File: src/rtl/cpu_pkg.sv
// Shared CPU definitions: memory-port arbiter states, owner codes
// and the line width shared with the fetch line buffers.
package cpu_pkg;

   localparam int ADDR_W_DFLT = 32;
   localparam int LINE_W_DFLT = 128;

   typedef enum logic [1:0] {
      ARB_IDLE    = 2'b00,
      ARB_IF_BUSY = 2'b01,
      ARB_DM_BUSY = 2'b10,
      ARB_IF_DROP = 2'b11
   } arb_st_t;

   typedef enum logic [1:0] {
      OWN_NONE = 2'b00,
      OWN_IF   = 2'b01,
      OWN_DM   = 2'b10
   } arb_own_t;

   // DM has priority unless IF has been starved for too long.
   function automatic arb_own_t arb_pick(
      input logic if_ok,
      input logic dm_ok,
      input logic starved
   );
      arb_own_t own;
      own = OWN_NONE;
      if (if_ok && (!dm_ok || starved))
         own = OWN_IF;
      else if (dm_ok)
         own = OWN_DM;
      return own;
   endfunction

endpackage

File: src/rtl/mem_port_arb_starve_cnt.sv
// Saturating count of DM grants taken while IF is waiting.
// Clear wins over increment.
module arb_starve_cnt #(
   parameter int MAX = 4
) (
   input  logic clk,
   input  logic rst_n,
   input  logic inc,
   input  logic clr,
   output logic at_max
);

   logic [2:0] cnt;

   assign at_max = (cnt == 3'(MAX));

   always_ff @(posedge clk or negedge rst_n) begin
      if (!rst_n)
         cnt <= 3'd0;
      else if (clr)
         cnt <= 3'd0;
      else if (inc && !at_max)
         cnt <= cnt + 3'd1;
   end

endmodule

File: src/rtl/mem_port_arb.sv
// Single memory port arbiter between IF line refills and the DM stage.
// Holds the bus for a whole transaction and drops flushed IF data.
import cpu_pkg::*;

module mem_port_arb #(
   parameter int ADDR_W     = ADDR_W_DFLT,
   parameter int LINE_W     = LINE_W_DFLT,
   parameter int STARVE_MAX = 4
) (
   input  logic                clk,
   input  logic                rst_n,
   input  logic                if_req,
   input  logic [ADDR_W-1:0]   if_addr,
   input  logic                flush,
   input  logic                dm_req,
   input  logic                dm_we,
   input  logic [ADDR_W-1:0]   dm_addr,
   input  logic [LINE_W-1:0]   dm_wdata,
   input  logic [LINE_W/8-1:0] dm_be,
   input  logic                mem_ack,
   input  logic [LINE_W-1:0]   mem_rdata,
   output logic                mem_req,
   output logic                mem_we,
   output logic [ADDR_W-1:0]   mem_addr,
   output logic [LINE_W-1:0]   mem_wdata,
   output logic [LINE_W/8-1:0] mem_be,
   output logic                if_ack,
   output logic [LINE_W-1:0]   if_rdata,
   output logic                dm_ack,
   output logic [LINE_W-1:0]   dm_rdata,
   output logic [1:0]          curr_st
);

   arb_st_t  st;
   arb_own_t pick;
   logic     idle;
   logic     if_ok;
   logic     at_max;
   logic     gnt_if;
   logic     gnt_dm;
   logic     cnt_inc;
   logic     cnt_clr;

   assign idle    = (st == ARB_IDLE);
   assign if_ok   = if_req & ~flush;
   assign pick    = arb_pick(if_ok, dm_req, at_max);
   assign gnt_if  = idle & (pick == OWN_IF);
   assign gnt_dm  = idle & (pick == OWN_DM);
   assign cnt_inc = gnt_dm & if_req;
   assign cnt_clr = gnt_if | (idle & ~if_req);

   arb_starve_cnt #(
      .MAX(STARVE_MAX)
   ) u_starve (
      .clk   (clk),
      .rst_n (rst_n),
      .inc   (cnt_inc),
      .clr   (cnt_clr),
      .at_max(at_max)
   );

   // A flush in the ack cycle makes the IF line stale.
   assign if_ack   = (st == ARB_IF_BUSY) & mem_ack & ~flush;
   assign dm_ack   = (st == ARB_DM_BUSY) & mem_ack;
   assign if_rdata = mem_rdata;
   assign dm_rdata = mem_rdata;
   assign curr_st  = st;

   always_ff @(posedge clk or negedge rst_n) begin
      if (!rst_n) begin
         st        <= ARB_IDLE;
         mem_req   <= 1'b0;
         mem_we    <= 1'b0;
         mem_addr  <= '0;
         mem_wdata <= '0;
         mem_be    <= '0;
      end else begin
         unique case (st)
            ARB_IDLE: begin
               unique case (1'b1)
                  gnt_if: begin
                     st       <= ARB_IF_BUSY;
                     mem_req  <= 1'b1;
                     mem_we   <= 1'b0;
                     mem_addr <= if_addr;
                     mem_be   <= '1;
                  end
                  gnt_dm: begin
                     st        <= ARB_DM_BUSY;
                     mem_req   <= 1'b1;
                     mem_we    <= dm_we;
                     mem_addr  <= dm_addr;
                     mem_wdata <= dm_wdata;
                     mem_be    <= dm_be;
                  end
                  default: ;
               endcase
            end
            ARB_IF_BUSY: begin
               if (mem_ack) begin
                  st      <= ARB_IDLE;
                  mem_req <= 1'b0;
                  mem_we  <= 1'b0;
                  mem_be  <= '0;
               end else if (flush) begin
                  st <= ARB_IF_DROP;
               end
            end
            ARB_IF_DROP, ARB_DM_BUSY: begin
               if (mem_ack) begin
                  st      <= ARB_IDLE;
                  mem_req <= 1'b0;
                  mem_we  <= 1'b0;
                  mem_be  <= '0;
               end
            end
            default: st <= ARB_IDLE;
         endcase
      end
   end

endmodule

File: config.mk
export PLATFORM = sky130hd
export DESIGN_NAME = mem_port_arb
export DESIGN_NICKNAME = d
export VERILOG_FILES = /design/src/rtl/cpu_pkg.sv /design/src/rtl/mem_port_arb_starve_cnt.sv /design/src/rtl/mem_port_arb.sv
export SDC_FILE = /design/constraint.sdc
export NUM_CORES = 1
export LEC_CHECK = 0
export CORE_AREA = 5 5 305 307
export DETAILED_ROUTE_END_ITERATION = 8
export DIE_AREA = 0 0 310 312
export GPL_ROUTABILITY_DRIVEN = 0
export SYNTH_ARGS = -nofsm -noshare
export SYNTH_HDL_FRONTEND = slang
export SYNTH_SLANG_ARGS = --single-unit
File: constraint.sdc
create_clock -name clk -period 2.1 [get_ports clk]
set_input_delay 0.525 -clock clk [delete_from_list [all_inputs] [get_ports clk]]
set_output_delay 0.525 -clock clk [all_outputs]
set_load 0.05 [all_outputs]
Yosys cells after proc, flatten, opt, wreduce, memory -nomap -nowiden
Index checks and enable logic that the tools add are counted.
Storage, ports and cells
  register bits after elaboration: 183
  latch bits: 0
  RAM bits: 0
  bits in read-only memories: 0
  input bits: 343
  output and inout bits: 438
  logic and storage cells: 64
  memories kept: 0
Cells by class
  $add $sub $neg: 1
  $mul: 0
  divide/modulo/power cells: 0
  $lt $le $gt $ge: 0
  equality and inequality tests: 11
  shifts and indexed selects: 0
  muxes and demuxes: 18
  bitwise gates (word level): 11
  reduce and logical (&&, ||, !) cells: 16
Operator list (count)
  16-bit case mux with 2 select lines: 2
  32-bit case mux with 2 select lines: 1
  16-bit 2-to-1 mux: 1
  2-bit 2-to-1 mux: 5
  1-bit bitwise AND: 8
  2-bit AND reduction: 4
  2-bit equality test (second input constant): 3
  3-bit 2-to-1 mux: 2
  1-bit case mux with 2 select lines: 3
  2-bit case mux with 3 select lines: 1
  2-bit by 1-bit equality test with 1-bit output (second input constant): 2
  2-bit != test (second input constant): 2
  2-bit case mux with 2 select lines: 1
  2-bit nonzero test: 2
  2-bit OR reduction: 2
  3-bit by 1-bit adder with 3-bit output (second input constant): 1
  3-bit equality test (second input constant): 1
  3-bit by 1-bit != test with 1-bit output (second input constant): 1
  3-bit != test (second input constant): 1
  3-bit AND reduction: 1
  3-bit OR reduction: 1
  1-bit logical AND: 2
  1-bit logical NOT: 2
  2-bit logical NOT: 1
  other kinds (5): 7

Longest topological paths before layout
  word-level depth: 10
  depth in mapped cells: 8
  depth with buffers taken out: 5

Modules after synthesis
Synthesis repeated with hierarchy kept, for this count alone.
Unflattened totals
  cells, all modules: 1068
  area, all modules: 9344.0 sq um
Modules (own cells, without submodules)
  mem_port_arb: times used 1, cells each 1050, area each 9151.3 sq um, sequential area each 4504.3 sq um
  arb_starve_cnt: times used 1, cells each 18, area each 192.7 sq um, sequential area each 75.1 sq um

Worst setup path before layout
OpenSTA, ideal clock, no wires.
  kind: flip-flop to output port
  start: reg st[0] (netlist: curr_st[0])
  end: out if_ack
  arrival: 2129 ps
  required time: 1575 ps
  setup slack: -554 ps
  stages on the path, launching flop included: 4
  path buffers: 1
  path through: dfrtp_1 buf_2 nand2b_1 nor3b_1
Between the ends
  cells in the longest elaborated chain, start to end: 3
RTL lines
  from (decl): RTL line mem_port_arb.sv:34  | arb_st_t st;
  from (signal assigned): RTL line mem_port_arb.sv:71  | st <= ARB_IDLE;
  from (signal assigned): RTL line mem_port_arb.sv:82  | st <= ARB_IF_BUSY;
  from (signal assigned): RTL line mem_port_arb.sv:89  | st <= ARB_DM_BUSY;
  2-bit by 1-bit equality test with 1-bit output: RTL line mem_port_arb.sv:63  | assign if_ack = (st == ARB_IF_BUSY) & mem_ack & ~flush;
  1-bit bitwise AND (2 in a row): RTL line mem_port_arb.sv:63
  to (decl): RTL line mem_port_arb.sv:27  | output logic if_ack,
No other way between the ends.

Final worst setup path
  start: reg st[1] (netlist: curr_st[1])
  end: reg st[1] (netlist: curr_st[1])
Between the ends
  cells in the longest elaborated chain, start to end: 4
  elaborated cells between the ends (all ways): 13
  those cells by class: 6 x eq/ne; 2 x mux; 2 x bitwise; 3 x reduce/logical
RTL lines
  2-bit logical NOT or 2-bit equality test (tied branches): RTL line mem_port_arb.sv:44, mem_port_arb.sv:78
  1-bit bitwise AND (tied with other cells): RTL line mem_port_arb.sv:48  | assign gnt_dm = idle & (pick == OWN_DM);
  2-bit case mux with 2 select lines (tied with other cells): RTL line mem_port_arb.sv:80  | unique case (1'b1)
  2-bit case mux with 3 select lines or 3-bit AND reduction (tied branches)
Parallel ways exist; a longest one is shown, timed or not.
A chain may end at the register's enable or synchronous reset.

==> flow_summary.toml <==
[min_path]
holdCritPathClass = "flip-flop to flip-flop"

[global_route]
gr-total-overflow = 0
grt_pass1_wl_um = 67650
grt_pass1_vias = 7963
grt_util_all_layers = 0.1027
antenna_found_initial = 5
grt_max_degree = 46

[cells_and_area]
syn2layout_area_growth_pct = 42.94
fin_area_um2 = 14040
regArea_um2 = 4581
final_layout_size_suffix_gt1_frac = 0.2352
fin_util = 0.1565
fin_cells = 2177
multiInputGateArea_um2 = 3025
fillers = 9953
fin_nets = 1331

[placed_design]
pre_cts_slack_ns = -0.4507
dpl.cell_count = 2136
dp.final_hpwl_um = 41770
dpl_cell_area_um2 = 13460
placement.io_buffers = 396

[timing]
slew_violations = 0
finalClockSkew_ns = 0.02855
maxSlewHeadroom = 0.6239
setup_viol = 0
fmax_mhz = 494.8
rsz0062_at_grt = "false"
setup_tns_ns = 0
finalCritPeriodShare = 0.9624
worst_slack_ns = 0.07890
hold_violations = 0
tightest_slew_ns = 0.5641
min_period_ns = 2.021
whs_ns = 0.4823

[critical_path]
crit_buf_inv = 3
cp.arrival_ns = 2.40
cp.required_ns = 2.47
endpoint_kind = "flip-flop"
crit_top_cell = "buf_12"
startpoint_type = "flip-flop"
path_cells = "buf_12 -> buf_4 -> or2_2 -> o31ai_4 -> buf_12 -> o22a_1"
slowest_stage = "dfrtp_2"
critPathKind = "flip-flop to flip-flop"
cp_slowest_stage_delay_ns = 0.45
path_max_fanout = 18
path_delay_family = "compound AO/OA/AOI/OAI gates"

[yosys]
ys_types = 39
synth_area_um2 = 9824
syn_inst = 823
synth_fp_nets = 1168
synth-seq-area-share = 0.4661
synthFlopType = "dfrtp_1"
yosysWarnings = 0
synthTopCellsByArea = "dfrtp_1 47%, buf_4 20%, mux2_1 11%"
synth_edf_count = 0
ys_seq_elements = 183
yosys.area.top_type = "dfrtp_1"
synthArstFlopShare = 1.000
synth.top_cell.area_share = 0.4661
syn_area_per_cell_um2 = 11.94

[clock_network]
tritoncts.num_buffers = 17
clkTransAtPathRegs_ns = 0.08
cts.path.max_buffers = 2
cts_tree = "done"
h-tree-depth = 4
cts_root_buf = "clkbuf_16"
cts_sinks = 183
clk_latency_ns = 0.51

[power]
p_leak_nw = 5.495
peakVddDrop_mv = 1.164
switching_power_mw = 12.45
p_per_area_nw_per_um2 = 1694
seq_power_share = 0.267
finalPower_mw = 23.78
p_sw_frac = 0.5236
p_clk_frac = 0.147
p_int_mw = 11.33
p_comb_frac = 0.586

[run_status]
status = "complete, no violations"

[drt]
vias = 7010
totalWireLength_um = 51110
drc = 0
drtIter0Drc = 265
antenna_left = 0
wl_per_cell_um = 23.48
dr.pass1.iters = 4
via_per_inst = 3.220

[floorplanning]
coreArea_um2 = 89740
initial_utilization = 0.1095
die_w_um = 310
rows = 110
die_h_um = 312
num_io_pins = 781
dieArea_um2 = 96720

[flow_run]
max_cap_viol_count = 0
cells in the mapped netlist, types with 4 or more instances:
cell type,number
nor3_1,48
clkbuf_1,21
buf_1,6
mux2_2,30
mux2_1,98
o2bb2ai_1,48
buf_4,259
o21ai_0,6
or3b_2,32
nand2_1,4
inv_1,4
buf_8,9
dfrtp_1,183
buf_2,12
o221ai_1,32
power by group through the flow:
| stage | registers, mW | clock network [mW] | logic, mW |
|---|---|---|---|
| 5_1_grt | 6.57 | 3.76 | 14.6 |
| 3_5_place_dp | 6.43 | 0 | 14.8 |
| 2_1_floorplan | 12.5 | 0 | 4.22 |
| 6_report | 6.34 | 3.49 | 13.9 |
| 3_3_place_gp | 6.37 | 0 | 14.7 |
| 4_1_cts | 6.38 | 3.70 | 14.1 |
timing repair:
action                                  in CTS  in global routing
hold buffers                                 1                  0
buffers inserted                             5                  1
gates resized for setup                    121                  3
endpoints found under the hold margin       37                  0
pin swaps                                    1                  2
endpoints found under the setup margin     118                  6
routing by layer:
metal	vias up	routed length [um]	global-route usage
li1	2974	-	-
met1	3361	17520	0.1032
met2	577	23930	0.1658
met3	92	7731	0.06731
met4	6	1891	0.04723
met5	-	35	0
sequential cells by signal (all words and copies together) (netlist names):
| name | flops |
|---|---|
| mem_addr | 32 |
| mem_we | 1 |
| curr_st | 2 |
| mem_req | 1 |
| u_starve.cnt | 3 |
| mem_wdata | 128 |
| mem_be | 16 |
kinds of logic (layout without fill, tap and decap cells):
family,count (synthesis),count (layout),synth area share
simple gates,98,98,0.06495
fa+ha+maj,2,2,0.002547
compound gates,98,98,0.08571
flops,183,183,0.4661
mux,128,128,0.1467
other cells,0,2,0
buf+inv,314,490,0.2340
final cells by class:
cell class,count,share of cell area
Sequential cell,183,0.3262
Inverter,4,0.001069
Multi-Input combinational cell,326,0.2154
Tap cell,1176,0.1048
Timing Repair Buffer,454,0.3087
Clock buffer,18,0.03056
Clock inverter,14,0.01292
Antenna cell,2,0.0003564
cells in the final DEF, fill, tap and decap left out, types with 2 or more instances in the layout:
master / instances
inv_8: 4
nand2_1: 4
or3b_2: 32
buf_12: 20
inv_1: 4
clkdlybuf4s50_1: 210
dfrtp_1: 182
mux2_2: 30
nand3_1: 2
mux2_1: 98
o221ai_1: 32
o2bb2ai_1: 48
diode_2: 2
a22oi_1: 2
o21ai_0: 6
clkinv_8: 4
clkbuf_16: 17
inv_6: 2
ha_1: 2
buf_2: 2
clkinvlp_4: 2
nor3_1: 46
dlygate4sd2_1: 115
buf_4: 103
worst paths after layout:
path / startpoint / to / slack, ns / cells past startpoint
worst max-delay path: curr_st[1]$_DFFE_PN0P_ / curr_st[1]$_DFFE_PN0P_ / 0.08 / 6
worst min-delay path: mem_wdata[11]$_DFFE_PN0P_ / mem_wdata[11]$_DFFE_PN0P_ / 0.48 / 1
worst max register to register: curr_st[1]$_DFFE_PN0P_ / curr_st[1]$_DFFE_PN0P_ / 0.08 / 6
worst min register to register: mem_wdata[11]$_DFFE_PN0P_ / mem_wdata[11]$_DFFE_PN0P_ / 0.48 / 1
max in group asynchronous: rst_n / mem_wdata[88]$_DFFE_PN0P_ / 0.86 / 3
min in group asynchronous: rst_n / mem_wdata[101]$_DFFE_PN0P_ / 0.57 / 2
worst reg2reg max path, cell delays in order, from the launching register on:
cell,delay (ns)
dfrtp_2,0.45
buf_12,0.15
buf_4,0.18
or2_2,0.32
o31ai_4,0.27
buf_12,0.24
o22a_1,0.31
Power figures use the tool's default switching activity.
